File: src/rtl/branch_resolve_bht.sv
// EX-stage branch resolution with a PC-indexed 2-bit BHT for fetch prediction
// and a multi-cycle flush FSM on misprediction. Define BRU_PERF_CNT_EN for perf counters.
module branch_resolve_bht #(
  parameter int unsigned XLEN         = 32,
  parameter int unsigned PC_W         = 32,
  parameter int unsigned BHT_ENTRIES  = 16,
  parameter int unsigned FLUSH_CYCLES = 2,
  parameter int unsigned CNT_W        = 32
) (
  input  logic             clk,
  input  logic             rst_n,
  input  logic [PC_W-1:0]  i_fetch_pc,
  output logic             o_pred_taken,
  input  logic             i_ex_valid,
  input  logic [PC_W-1:0]  i_ex_pc,
  input  logic             i_pred_taken,
  input  logic [XLEN-1:0]  o_rs1,
  input  logic [XLEN-1:0]  o_rs2,
  input  logic [4:0]       BrOp,
  output logic             NextPCSrc,
  output logic             o_mispredict,
  output logic             o_flush,
  output logic [CNT_W-1:0] o_br_cnt,
  output logic [CNT_W-1:0] o_mp_cnt
);

  localparam int unsigned IDX_W = $clog2(BHT_ENTRIES);
  localparam int unsigned FC_W  = (FLUSH_CYCLES > 1) ? $clog2(FLUSH_CYCLES) : 1;

  localparam logic [0:0] S_IDLE  = 1'b0;
  localparam logic [0:0] S_FLUSH = 1'b1;

  logic [0:0]      state;
  logic [FC_W-1:0] flush_cnt;
  logic [1:0]      bht [BHT_ENTRIES];
  logic [IDX_W-1:0] fetch_idx;
  logic [IDX_W-1:0] ex_idx;
  logic            is_cond_op;
  logic            br_taken;
  logic            cond;

  // Only the word-index bits address the table; the rest are intentionally ignored.
  logic unused_pc_bits;
  assign unused_pc_bits = ^{i_fetch_pc[PC_W-1:IDX_W+2], i_fetch_pc[1:0],
                            i_ex_pc[PC_W-1:IDX_W+2], i_ex_pc[1:0]};

  assign fetch_idx    = i_fetch_pc[IDX_W+1:2];
  assign ex_idx       = i_ex_pc[IDX_W+1:2];
  assign o_pred_taken = bht[fetch_idx][1];

  always_comb begin
    br_taken = 1'b0;
    case (BrOp[2:0])
      3'b000:  br_taken = (o_rs1 == o_rs2);
      3'b001:  br_taken = (o_rs1 != o_rs2);
      3'b100:  br_taken = ($signed(o_rs1) <  $signed(o_rs2));
      3'b101:  br_taken = ($signed(o_rs1) >= $signed(o_rs2));
      3'b110:  br_taken = (o_rs1 <  o_rs2);
      3'b111:  br_taken = (o_rs1 >= o_rs2);
      default: br_taken = 1'b0;
    endcase
  end

  assign is_cond_op   = (BrOp[4:3] == 2'b01);
  assign NextPCSrc    = BrOp[4] | (is_cond_op & br_taken);
  assign cond         = i_ex_valid & is_cond_op & (state == S_IDLE);
  assign o_mispredict = cond & (NextPCSrc != i_pred_taken);
  assign o_flush      = (state == S_FLUSH);

  always_ff @(posedge clk or negedge rst_n) begin
    if (!rst_n) begin
      for (int unsigned i = 0; i < BHT_ENTRIES; i++) bht[i] <= 2'b01;
    end else if (cond) begin
      if (NextPCSrc) begin
        if (bht[ex_idx] != 2'b11) bht[ex_idx] <= bht[ex_idx] + 2'b01;
      end else begin
        if (bht[ex_idx] != 2'b00) bht[ex_idx] <= bht[ex_idx] - 2'b01;
      end
    end
  end

  // Counter is loaded with FLUSH_CYCLES-1 so FLUSH lasts exactly FLUSH_CYCLES cycles.
  always_ff @(posedge clk or negedge rst_n) begin
    if (!rst_n) begin
      state     <= S_IDLE;
      flush_cnt <= '0;
    end else begin
      case (state)
        S_IDLE: begin
          if (o_mispredict) begin
            state     <= S_FLUSH;
            flush_cnt <= FC_W'(FLUSH_CYCLES - 1);
          end
        end
        S_FLUSH: begin
          if (flush_cnt == '0) state <= S_IDLE;
          else                 flush_cnt <= flush_cnt - 1'b1;
        end
        default: state <= S_IDLE;
      endcase
    end
  end

`ifdef BRU_PERF_CNT_EN
  logic [CNT_W-1:0] br_cnt;
  logic [CNT_W-1:0] mp_cnt;

  always_ff @(posedge clk or negedge rst_n) begin
    if (!rst_n) begin
      br_cnt <= '0;
      mp_cnt <= '0;
    end else begin
      if (cond && (br_cnt != '1))         br_cnt <= br_cnt + 1'b1;
      if (o_mispredict && (mp_cnt != '1)) mp_cnt <= mp_cnt + 1'b1;
    end
  end

  assign o_br_cnt = br_cnt;
  assign o_mp_cnt = mp_cnt;
`else
  assign o_br_cnt = '0;
  assign o_mp_cnt = '0;
`endif

endmodule

File: config.mk
export PLATFORM = sky130hd
export DESIGN_NAME = branch_resolve_bht
export DESIGN_NICKNAME = d
export VERILOG_FILES = /design/src/rtl/branch_resolve_bht.sv
export SDC_FILE = /design/constraint.sdc
export NUM_CORES = 1
export LEC_CHECK = 0
export ABC_AREA = 1
export BUFFER_PORTS_ARGS = -buffer_cell sky130_fd_sc_hd__buf_2
export CAP_MARGIN = 5
export CELL_PAD_IN_SITES_DETAIL_PLACEMENT = 2
export CELL_PAD_IN_SITES_GLOBAL_PLACEMENT = 2
export CORE_MARGIN = 8
export CORE_UTILIZATION = 25
export CTS_CLUSTER_SIZE = 14
export DETAILED_ROUTE_END_ITERATION = 10
export PLACE_DENSITY = 0.95
export SLEW_MARGIN = 10
export SYNTH_ARGS = -nofsm -noshare
export SYNTH_HDL_FRONTEND = slang
export SYNTH_SLANG_ARGS = --single-unit
File: constraint.sdc
create_clock -name clk -period 3.5 [get_ports clk]
set_input_delay 0 -clock clk [delete_from_list [all_inputs] [get_ports clk]]
set_output_delay 0 -clock clk [all_outputs]
set_load 0.1 [all_outputs]
# Yosys cells after proc, flatten, opt, wreduce, memory -nomap -nowiden
# Index checks and enable logic that the tools add are counted.
[classes] addsub=3 magnitude_cmp=7 eq_ne=12 n_mux=20 bitwise_logic=8 reduce_logical=5
[ops] op="$mux W32" count=3
[ops] op="$bwmux W32" count=2
[ops] op="$ge A32 B32 Y1" count=2
[ops] op="$lt A32 B32 Y1" count=2
[ops] op="$eq A32 B32 Y1" count=1
[ops] op="$ne A32 B32 Y1" count=1
[ops] op="$bmux W2 S4" count=2
[ops] op="$eq A3 B3 Y1 const B" count=4
[ops] op="$ge A5 B5 Y1 const B" count=2
[ops] op="$mux W2" count=5
[ops] op="$not A4 Y5" count=2
[ops] op="$demux W2 S4" count=1
[ops] op="$pmux W1 S6" count=1
[ops] op="$lt A5 B1 Y1 const B" count=1
[ops] op="$and A1 B1 Y1" count=4
[ops] op="$mux W1" count=4
[ops] op="$ne A2 B2 Y1 const B" count=2
[ops] op="$pmux W1 S2" count=2
[ops] op="$reduce_bool A2 Y1" count=2
[ops] op="$eq A3 B1 Y1 const B" count=1
[ops] op="$logic_not A3 Y1" count=1
[ops] op="$reduce_and A3 Y1" count=1
[ops] op="$add A2 B1 Y2 const B" count=1
[ops] op="$eq A2 B1 Y1 const B" count=1
[ops] op="7 further kinds" count=7
[totals] register_bits=34 in_bits=137

# Logic depth before layout (Yosys ltp)
# Gate-level depths: netlist of the first run.
[logic_depth] ltp_word=8 ltp_mapped=24 depth_no_buf=23

# Worst setup path before layout of the first run
# OpenSTA, ideal clock, no wires.
[synth_path] kind="register to output" start="register bht[21] in the netlist's numbering" end="output port o_pred_taken" arrival_ns=2.897 required_time_ns=3.500 setup_slack_ns=0.603 stages_incl_launch_ff=7 path_buffers=0 path_cell_list="dfrtp_1 > inv_1 > a21oi_1 > o21ai_0 > nand2_1 > nor2_1 > o31ai_1"
[synth_between] elab_chain_len=3
[synth_rtl] item="start: declaration" line="35" source="logic [1:0] bht [BHT_ENTRIES];"
[synth_rtl] item="$bmux W2 S4" line="49" source="assign o_pred_taken = bht[fetch_idx][1];"
[synth_rtl] item="$mux W2 (implied by the code) (2 in a row)" line="49"
[synth_rtl] item="end: declaration" line="13" source="output logic o_pred_taken,"
# Every way passes these cells. The select of a mux whose other input is x is not followed.

# Final worst setup path of the first run
[layout_path] start="input port o_rs1[31]" end="output port o_mispredict"
[layout_between] elab_chain_len=6 elab_cells_between_ends=11 classes_between="order compare: 4; eq/ne: 3; mux: 1; bitwise: 3"
[layout_rtl] item="start: declaration" line="17" source="input logic [XLEN-1:0] o_rs1,"
[layout_rtl] item="$ge A32 B32 Y1, or another cell as far along" line="59" source="3'b111: br_taken = (o_rs1 >= o_rs2);"
[layout_rtl] item="$pmux W1 S6 (*)" line="53" source="case (BrOp[2:0])"
[layout_rtl] item="$and A1 B1 Y1 (*)" line="65" source="assign NextPCSrc = BrOp[4] | (is_cond_op & br_taken);"
[layout_rtl] item="$or A1 B1 Y1 (*)" line="65"
[layout_rtl] item="$ne A1 B1 Y1 (*)" line="67" source="assign o_mispredict = cond & (NextPCSrc != i_pred_taken);"
[layout_rtl] item="$and A1 B1 Y1 (*)" line="67"
[layout_rtl] item="end: declaration" line="21" source="output logic o_mispredict,"
# Every way passes the cells marked *; elsewhere a longest branch is shown, timed or not.

==> results of run 1 <==
==> path summary, 6_finish.rpt <==
path / slack [ns] / start / endpoint
worst max-delay path: 0.93 / o_rs1[31] / o_mispredict
worst min-delay path: 0.17 / i_pred_taken / o_flush$_DFF_PN0_
worst max register to register: 0.95 / flip-flop / bht[11]$_DFFE_PN0P_
worst min register to register: 0.47 / flip-flop / flip-flop
max in group asynchronous: 2.63 / rst_n / bht[29]$_DFFE_PN0P_
min in group asynchronous: 0.35 / rst_n / bht[23]$_DFFE_PN0P_
==> worst min-delay path: stages <==
cell and delay [ns]:
buf_2 0.09, nor2_1 0.04, nor2_1 0.09, nand2_1 0.09, o21ai_0 0.08
==> repair_timing <==
| item | in CTS | in global routing |
|---|---|---|
| endpoints found under the hold margin | 18 | 0 |
| hold buffers | 1 | 0 |
| buffers inserted | 0 | 0 |
==> placed cells by master, fill, tap and decap left out, drive strengths merged <==
cell type,n
nor3,3
dfrtp,18
nor3b,1
nor2,39
dfstp,16
conb,64
o21a,2
buf,88
nand2,127
ha,34
a21boi,1
o211ai,2
or2,1
a21oi,20
clkbuf,7
inv,75
o22ai,12
nand4,20
nand3,46
dlygate4sd3,1
o31ai,1
o21ai,23
clkinv,2
a21o,1
==> metal layers <==
layer | wire (um) | GRT usage | part of all wire
met1 | 5020 | 0.149 | 0.39
met2 | 7010 | 0.268 | 0.54
met3 | 684 | 0.0272 | 0.053
met4 | 244 | 0.0422 | 0.019
met5 | 0 | 0 | 0
==> cells by family after synthesis <==
logic type | Yosys count
other | 1
and+or+nand+nor | 237
adders and majority gates | 34
AOI/OAI and AO/OA | 62
DFF | 34
buffers and inverters | 152
==> report_power, final <==
group / leakage, nW / total (mW) / switching, mW / internal [mW]
registers: 0.409 / 0.500 / 0.0358 / 0.465
logic: 2.04 / 0.720 / 0.576 / 0.145
clock network: 0.0739 / 0.451 / 0.169 / 0.282
total: 2.52 / 1.67 / 0.780 / 0.892
==> cell type report <==
| type | instances | area, sq um |
|---|---|---|
| fillers | 1782 | 10200 |
| multi-input cells | 397 | 2170 |
| flip-flops and latches | 34 | 871 |
| repair buffers | 89 | 473 |
| inverters | 76 | 285 |
| well taps | 184 | 230 |
| clock buffers | 7 | 143 |
| clock inverters | 1 | 5.00 |
==> stage by stage <==
| stage | cell area (sq um) | setup WS, ns | cells | utilization |
|---|---|---|---|---|
| final | 4180 | 0.934 | 788 | 0.290 |
| after global routing | 4180 | 0.561 | 788 | 0.290 |
| after CTS | 4180 | 0.896 | 788 | 0.290 |
| after detailed placement | 4020 | 0.892 | 779 | 0.279 |
| after global placement | 4020 | 0.983 | 779 | 0.279 |
| after floorplan | 3900 | 0.603 | 583 | - |
==> out/results.ini, run 1 <==
[outcome]
status=finished clean

[worst_setup_path]
cp_max_fo=4
crit_type=input port to output pin
crit_chain=buf_2 > ha_1 > nand2_1 > inv_1 > nor2_1 > o21a_1 > nand2_1 > a21oi_1 > nand3_1 > nand2_1 > inv_1 > nor2_2 > nand3_2 > a21oi_2 > nor2_1 > nor2_1 > nand2_1 > inv_1 > buf_2
cp.required_ns=3.50
crit_top_cell=nand2_1
end_kind=output pin
critPathSlowestCell=buf_2
cp_top_family=simple AND/OR/NAND/NOR gates
cp.arrival_ns=2.57
start_kind=input port
critPathBufInv=5
cp.depth=19
critPathMaxStageDelay_ns=0.43
worstRegToRegCells=10

[global_route]
gr-usage-all-layers=0.139
grt_overflow=0
grt_max_degree=35
grt_antenna_before_repair=0
grt_pass1_wl_um=20900
grt_pass1_vias=4139

[synthesis]
syn-cell-area_sq_um=3670
yosysTopAreaCell=buf_4
synth_most_common_cell=nand2_1
async_flop_share=1.00
synth-edff-count=0
synthFlopType=dfrtp_1
synthSimpleGateAreaFrac=0.315
synth-compound-area-share=0.0956
synth_mux_area_frac=0
synth_fa_ha_area_frac=0.116
synth_common_cells=118 x nand2_1, 75 x inv_1, 64 x buf_4
ys_seq_area_frac=0.238
synth.top_cell.area_share=0.131
avgSynthCellArea_sq_um=7.05
synth_cell_types=35
synth_seq_cells=34
synth-xor-area-share=0
synth_area_leaders=buf_4 13%, dfrtp_1 12%, nand2_1 12%, ha_1 12%, dfstp_2 11%
yosysWarnings=0
synth_cells=520
synth_top_family_by_area=simple AND/OR/NAND/NOR gates

[sta]
fin_skew_ns=0.00478
hold_viol_final=0
slew_headroom=0.457
report.final.slew_viol_count=0
period_needed_ns=2.57
hold_slack_ns=0.165
fmax_ghz=0.390
fin_setup_tns_ns=0
finalSetupViolations=0
finalCritPeriodShare=0.733
worstMarginPinSlew_ns=0.815
rsz0062_at_grt=false

[cts]
cts_resized=0
numCtsBuffers=5
cts.sinks=34
insertion_delay_ns=0.28
htree_num_levels=2
clk_pin_slew_ns=0.05
cts_buffer_depth=2
cts-root-buf=clkbuf_16
cts_tree=built

[pwr]
ir_worst_vdd_uv=150
power_mw=1.67
p_leak_nw=2.52
p_per_area_nw_per_um2=400

[drt]
vias_per_cell=4.55
antenna_left=0
first_pass_iters=4
drcViolationCount=0
wl_um=13000
wl_per_cell_um=16.4
vias=3589
drt_iter0_markers=161

[place]
dp_hpwl_um=9960
port_buffers=84
gp_congestion=0.783

[die]
coreArea_sq_um=14400
fp.dieH_um=137
rows=44
fp.dieW_um=137
ios=205
fp.dieArea_sq_um=18800
initial_utilization=0.254

[layout]
drive_above_1_share=0.232
syn_to_final_growth_pct=13.9
nNetsFinal=774
diodes=0

[hold_path]
hold_path_depth=5
hold_path_class=input port to flip-flop

[flow_run]
max-cap-violations=0

No activity file was read; power rests on OpenSTA's default activity.
==> run 2, diff against run 1 <==
- CORE_UTILIZATION: 25 -> 23
- PLACE_DENSITY: 0.95 -> 0.9
- clock period: 3.5 -> 2.4 ns (I/O delays scaled with it)
==> run 2 against run 1 <==
  * Hold slack better by 0.00063 ns
  * Register-to-register slack worse by 0.80 ns
  * Critical path depth stayed put
  * Final cell count is 6.1% higher
  * Sequential power is 46% higher
  * Global-route usage is 1.1 points lower
  * Routed wire length is 3.2% higher
  * Sequential cell count stayed put
  * Non-clock buffer count is 15 higher
  * Via count is 2.9% higher
  * Die area is 7.7% higher
  * Clock skew is 0.00097 ns lower
  * Critical endpoint is now bht[5]$_DFFE_PN0P_
==> out/results.ini, run 2 (synthesized netlist as in run 1, its figures left out) <==
[outcome]
status=finished clean

[global_route]
use_met1=0.133  ; -0.0151
gr-usage-all-layers=0.128  ; -0.0113
grt_antenna_before_repair=1  ; +1
grt_overflow=0  ; unchanged
grt_max_degree=35  ; unchanged
grt-busiest-layer=met2
use_met2=0.256  ; -0.0116
grt_pass1_vias=4192  ; +1.3%
gr-usage-met3=0.0218  ; -0.00536
grt_pass1_wl_um=20900  ; about the same

[worst_setup_path]
cp_top_family=simple AND/OR/NAND/NOR gates
critPathBufInv=3  ; -2
cp_max_fo=16  ; +12
crit_chain=buf_2 > ha_1 > a21oi_1 > o21ai_0 > a21oi_1 > nand2_1 > nand2_2 > nand3_1 > nand2_1 > inv_1 > nor2_2 > nand3_2 > nand2_4 > nand2_8 > buf_12 > nand2_4 > nand4_1 > nand2_1 > nand2_1
end_kind=flip-flop
crit_type=input port to flip-flop
critPathSlowestCell=ha_1
worstRegToRegCells=10  ; unchanged
cp.arrival_ns=2.44  ; -0.13 ns
start_kind=input port
rr_endpoint=bht[27]$_DFFE_PN0P_
crit_top_cell=nand2_1
cp.required_ns=2.57  ; -0.93 ns
r2r_slack_ns=0.15  ; -0.80 ns
cp.depth=19  ; unchanged
critPathMaxStageDelay_ns=0.32  ; -0.11 ns

[place]
port_buffers=84  ; unchanged
dpl.cell_count=822  ; +5.5%
gp_congestion=0.766  ; -2.2%
dp_hpwl_um=10400  ; +4.1%
post-place-ws_ns=-0.0742  ; -0.966 ns

[pwr]
clkPwrFrac=0.266  ; -0.004
p_per_area_nw_per_um2=558  ; +40%
p_comb_frac=0.447  ; +0.016
ir_worst_vdd_uv=236  ; +58%
p_int_mw=1.36  ; +53%
p_leak_nw=2.64  ; +4.4%
seq_power_share=0.288  ; -0.011
switchingPower_mw=1.18  ; +52%
switching_share=0.465  ; -0.00210
power_mw=2.55  ; +52%

[cts]
clk_pin_slew_ns=0.06  ; about the same
cts-root-buf=clkbuf_16
insertion_delay_ns=0.28  ; about the same
cts.sinks=34  ; unchanged
htree_num_levels=2  ; unchanged
cts_buffer_depth=2  ; unchanged
numCtsBuffers=5  ; unchanged
cts_tree=built

[die]
fp.dieW_um=142  ; +3.8%
coreArea_sq_um=15700  ; +8.9%
fp.dieH_um=142  ; +3.8%
initial_utilization=0.233  ; -0.0208
ios=205  ; unchanged
fp.dieArea_sq_um=20200  ; +7.7%
rows=46  ; +4.5%

[drt]
drt_iter0_markers=145  ; -9.9%
wl_um=13400  ; +3.2%
vias_per_cell=4.42  ; -3.0%
antenna_left=0  ; unchanged
wl_per_cell_um=16.0  ; -2.7%
first_pass_iters=4  ; unchanged
drcViolationCount=0  ; unchanged
vias=3692  ; +2.9%

[hold_path]
hold_start=i_pred_taken
hold_path_class=input port to flip-flop
hold_path_depth=5  ; unchanged
min_to=flush_cnt$_DFFE_PN0P_

[sta]
worstMarginPinSlew_ns=0.818  ; +0.00303 ns
fmax_ghz=0.441
finalSetupViolations=0  ; unchanged
period_needed_ns=2.27
fin_skew_ns=0.00382  ; -0.000966 ns
layout_setup_ws_ns=0.133  ; -0.801 ns
hold_viol_final=0  ; unchanged
finalCritPeriodShare=0.945
slew_headroom=0.454  ; -0.00202
report.final.slew_viol_count=0  ; unchanged

[flow_run]
max-cap-violations=0  ; unchanged

[layout]
syn_to_final_growth_pct=24.3
mostFrequentLayoutCell=nand2_1
final_cell_count_no_fill=836  ; +6.1%
multi_input_area_sq_um=2310  ; +6.4%
final_cell_mix=112 x nand2_1, 82 x buf_2, 72 x inv_1
seq_area_sq_um=871  ; unchanged
drive_above_1_share=0.289  ; +0.0574
nNetsFinal=789  ; +1.9%
fillers=1916  ; +7.5%

[run 2: power groups by stage]
stage	Combinational, mW	Sequential (mW)	Clock, mW
6_report	1.14	0.732	0.676
5_1_grt	1.22	0.742	0.711
4_1_cts	1.10	0.732	0.687
3_5_place_dp	1.08	0.735	0
3_3_place_gp	1.05	0.732	0
2_1_floorplan	0.905	0.730	0
[run 2: stage by stage]
step                      setup TNS, ns  hold WS, ns   util  cell area [sq um]
after global routing            -0.0268        0.200  0.290               4560
final                                 0        0.166  0.290               4560
after CTS                             0        0.202  0.279               4390
after global placement                0        0.127  0.268               4220
after detailed placement         -0.459        0.153  0.268               4220
after floorplan                       0       -0.296      -               3910
[run 2: worst max path at each step]
stage               slack, ns                   to       from
floorplan                0.06         o_mispredict  o_rs2[31]
global placement         0.03   bht[5]$_DFFE_PN0P_  o_rs2[31]
detailed placement      -0.07  bht[17]$_DFFE_PN0P_  o_rs2[31]
CTS                     0.003         o_mispredict  o_rs2[31]
global route            -0.03         o_mispredict  o_rs2[31]
finish                   0.13   bht[5]$_DFFE_PN0P_  o_rs1[13]
[run 2: final cells by class]
cell class	instances	area share
Antenna cell	1	0.000549
Clock inverter	2	0.00274
Sequential cell	34	0.191
Tap cell	216	0.0593
Timing Repair Buffer	104	0.146
Clock buffer	6	0.0305
Inverter	76	0.0634
Multi-Input combinational cell	397	0.506
[run 2: worst min-delay path: stages]
cell and delay [ns]:
buf_2 0.11, nor2_4 0.03, nor2_2 0.10, nand2_2 0.08, o21ai_0 0.08
[run 2: what timing repair did]
item | in CTS | in global routing
endpoints found under the setup margin | 1 | 1
buffers inserted | 0 | 4
resized for setup | 1 | 24
endpoints found under the hold margin | 18 | 0
hold buffers | 1 | 0
pin swaps | 0 | 11
[run 2: layer usage]
metal,vias up,routed length (um)
li1,1750,-
met1,1830,5000
met3,15,598
met5,-,0
met2,97,7620
met4,0,150
==> run 3, diff against run 2 <==
- SETUP_SLACK_MARGIN: not set -> 0.15
==> run 3 against run 2 <==
  * Clock power shrank 1%
  * Largest cell class unchanged
  * Sequential cell count is the same
  * Fmax shrank 2.5%
  * Critical endpoint is now bht[3]$_DFFE_PN0P_
  * Non-clock buffer count grew 3
  * Sequential share of layout area shrank 2.0 points
  * Hold slack gained 0.091 ns
  * First-iteration DRC count grew 12%
  * Count of clock-buffer cells in the layout grew 1
  * Setup slack lost 0.058 ns
  * Largest power group unchanged
==> out/results.ini, run 3 (synthesized netlist as in run 1, its figures left out) <==
[cts]
cts_tree=built
cts-root-buf=clkbuf_16
clk_pin_slew_ns=0.06  ; about the same
insertion_delay_ns=0.29  ; about the same
htree_num_levels=2  ; unchanged
cts.sinks=34  ; unchanged
cts_buffer_depth=2  ; unchanged
numCtsBuffers=5  ; unchanged

[hold_path]
hold_path_depth=5  ; unchanged
hold_start=i_ex_pc[2]
hold_path_class=input port to flip-flop

[global_route]
grt_max_degree=35  ; unchanged
use_met2=0.237  ; -0.0191
grt_overflow=0  ; unchanged
gr-usage-met3=0.0309  ; +0.00906
grt_antenna_before_repair=0  ; -1
use_met1=0.138  ; +0.00456
gr-usage-all-layers=0.125  ; -0.00298
grt_pass1_wl_um=20300  ; -3.0%
grt-busiest-layer=met2
grt_pass1_vias=4064  ; -3.1%

[layout]
diodes=0  ; -1
fillers=1836  ; -4.2%
nNetsFinal=793  ; +0.51%
syn_to_final_growth_pct=38.7
final_cell_mix=100 x nand2_1, 79 x buf_2, 69 x inv_1
mostFrequentLayoutCell=nand2_1
drive_above_1_share=0.388  ; +0.0993

[place]
port_buffers=84  ; unchanged
dp_hpwl_um=10200  ; -1.3%
gp_congestion=0.770  ; +0.56%

[drt]
antenna_left=0  ; unchanged
drt_iter0_markers=162  ; +12%
wl_per_cell_um=18.6  ; +16%
wl_um=15600  ; +16%
vias=3819  ; +3.4%
drcViolationCount=0  ; unchanged
vias_per_cell=4.55  ; +3.1%
first_pass_iters=4  ; unchanged

[sta]
hold_viol_final=0  ; unchanged
fin_setup_tns_ns=0  ; unchanged
period_needed_ns=2.33  ; +0.0583 ns
fin_skew_ns=0.00988  ; +0.00606 ns
report.final.slew_viol_count=0  ; unchanged
worstMarginPinSlew_ns=0.836  ; +0.0176 ns
slew_headroom=0.443  ; -0.0117
fmax_ghz=0.430  ; -2.5%
finalSetupViolations=0  ; unchanged
rsz0062_at_grt=true
finalCritPeriodShare=0.969  ; +0.0243

[die]
coreArea_sq_um=15700  ; unchanged
rows=46  ; unchanged
ios=205  ; unchanged
fp.dieArea_sq_um=20200  ; unchanged
initial_utilization=0.233  ; unchanged
fp.dieW_um=142  ; unchanged
fp.dieH_um=142  ; unchanged

[worst_setup_path]
crit_type=flip-flop to flip-flop
worstRegToRegCells=11  ; +1
cp_max_fo=8  ; -8
r2r_slack_ns=0.07  ; -0.08 ns
cp.required_ns=2.56  ; about the same
end_kind=flip-flop
rr_endpoint=bht[3]$_DFFE_PN0P_
cp.arrival_ns=2.49  ; +0.05 ns
start_kind=flip-flop

[pwr]
p_leak_nw=2.70  ; +2.4%
p_int_mw=1.41  ; +3.8%
switchingPower_mw=1.27  ; +7.2%
switching_share=0.473  ; +0.00814
p_per_area_nw_per_um2=527  ; -5.6%
p_comb_frac=0.476  ; +0.029
ir_worst_vdd_uv=264  ; +12%
clkPwrFrac=0.250  ; -0.016
power_mw=2.68  ; +5.4%
seq_power_share=0.274  ; -0.014

[flow_run]
max-cap-violations=0  ; unchanged

[outcome]
status=finished clean

[run 3: cell types whose count changed in the layout (fill, tap and decap cells not counted), moves of 8 or more]
cell	previous run	this run
ha_4	6	15
nand3_2	1	23
nand3_1	44	16
nand2_1	112	100
nand2_2	11	19
ha_1	28	19
[run 3: timing repair]
item | 4_1_cts | 5_1_grt
pin swaps | 0 | 41
hold endpoints to repair | 18 | 0
setup buffers | 0 | 8
hold buffers | 1 | 0
resized for setup | 3 | 108
cloned | 0 | 5
setup endpoints to repair | 33 | 33
[run 3: stage by stage]
stage | worst slack, ns | instances | hold slack, ns | instance area [sq um] | util
after floorplan | 0.154 | 583 | -0.296 | 3940 | -
after global placement | 0.0333 | 817 | 0.138 | 4190 | 0.267
after detailed placement | -0.0804 | 817 | 0.150 | 4190 | 0.267
after CTS | 0.0649 | 826 | 0.167 | 4360 | 0.277
after global routing | -0.0371 | 839 | 0.298 | 5080 | 0.324
final | 0.0746 | 839 | 0.257 | 5080 | 0.324
[run 3: power by group through the flow]
stage	Combinational, mW	Sequential, mW	Clock (mW)
2_1_floorplan	0.910	0.730	0
3_3_place_gp	1.04	0.730	0
3_5_place_dp	1.08	0.736	0
4_1_cts	1.09	0.729	0.680
5_1_grt	1.36	0.742	0.706
6_report	1.28	0.735	0.669
[run 3: cell type report]
class                           count  area [sq um]  area share
Inverter                           76           292      0.0573
Sequential cell                    34           871       0.171
Multi-Input combinational cell    398          2720       0.535
Timing Repair Buffer              107           783       0.154
Clock buffer                        7           143      0.0281
Tap cell                          216           270      0.0531
Clock inverter                      1          5.00    0.000984
[run 3: worst max-delay path by stage]
stage	cells past startpoint	slack, ns	end	startpoint
floorplan	19	0.15	o_mispredict	o_rs2[29]
global placement	17	0.03	bht[5]$_DFFE_PN0P_	o_rs1[21]
detailed placement	20	-0.08	bht[3]$_DFFE_PN0P_	o_rs1[5]
CTS	21	0.06	o_mispredict	o_rs2[27]
global route	23	-0.04	o_mispredict	o_rs1[3]
finish	11	0.07	bht[3]$_DFFE_PN0P_	flip-flop
[run 3: critical path, stage by stage (launching register included)]
cell and delay (ns):
dfstp_2 0.54, o22ai_1 0.10, o21ai_0 0.28, nand4_2 0.20
inv_1 0.14, ha_4 0.22, a21boi_4 0.22, nor2_4 0.06
buf_12 0.14, buf_12 0.14, nand3_2 0.07, nand2_1 0.09
[run 3: per-layer routing]
metal	routed length (um)	vias to the layer above	share of wire
met1	5970	1899	0.38
met4	311	0	0.020
li1	-	1756	-
met5	0	-	0
met3	850	29	0.055
met2	8430	135	0.54
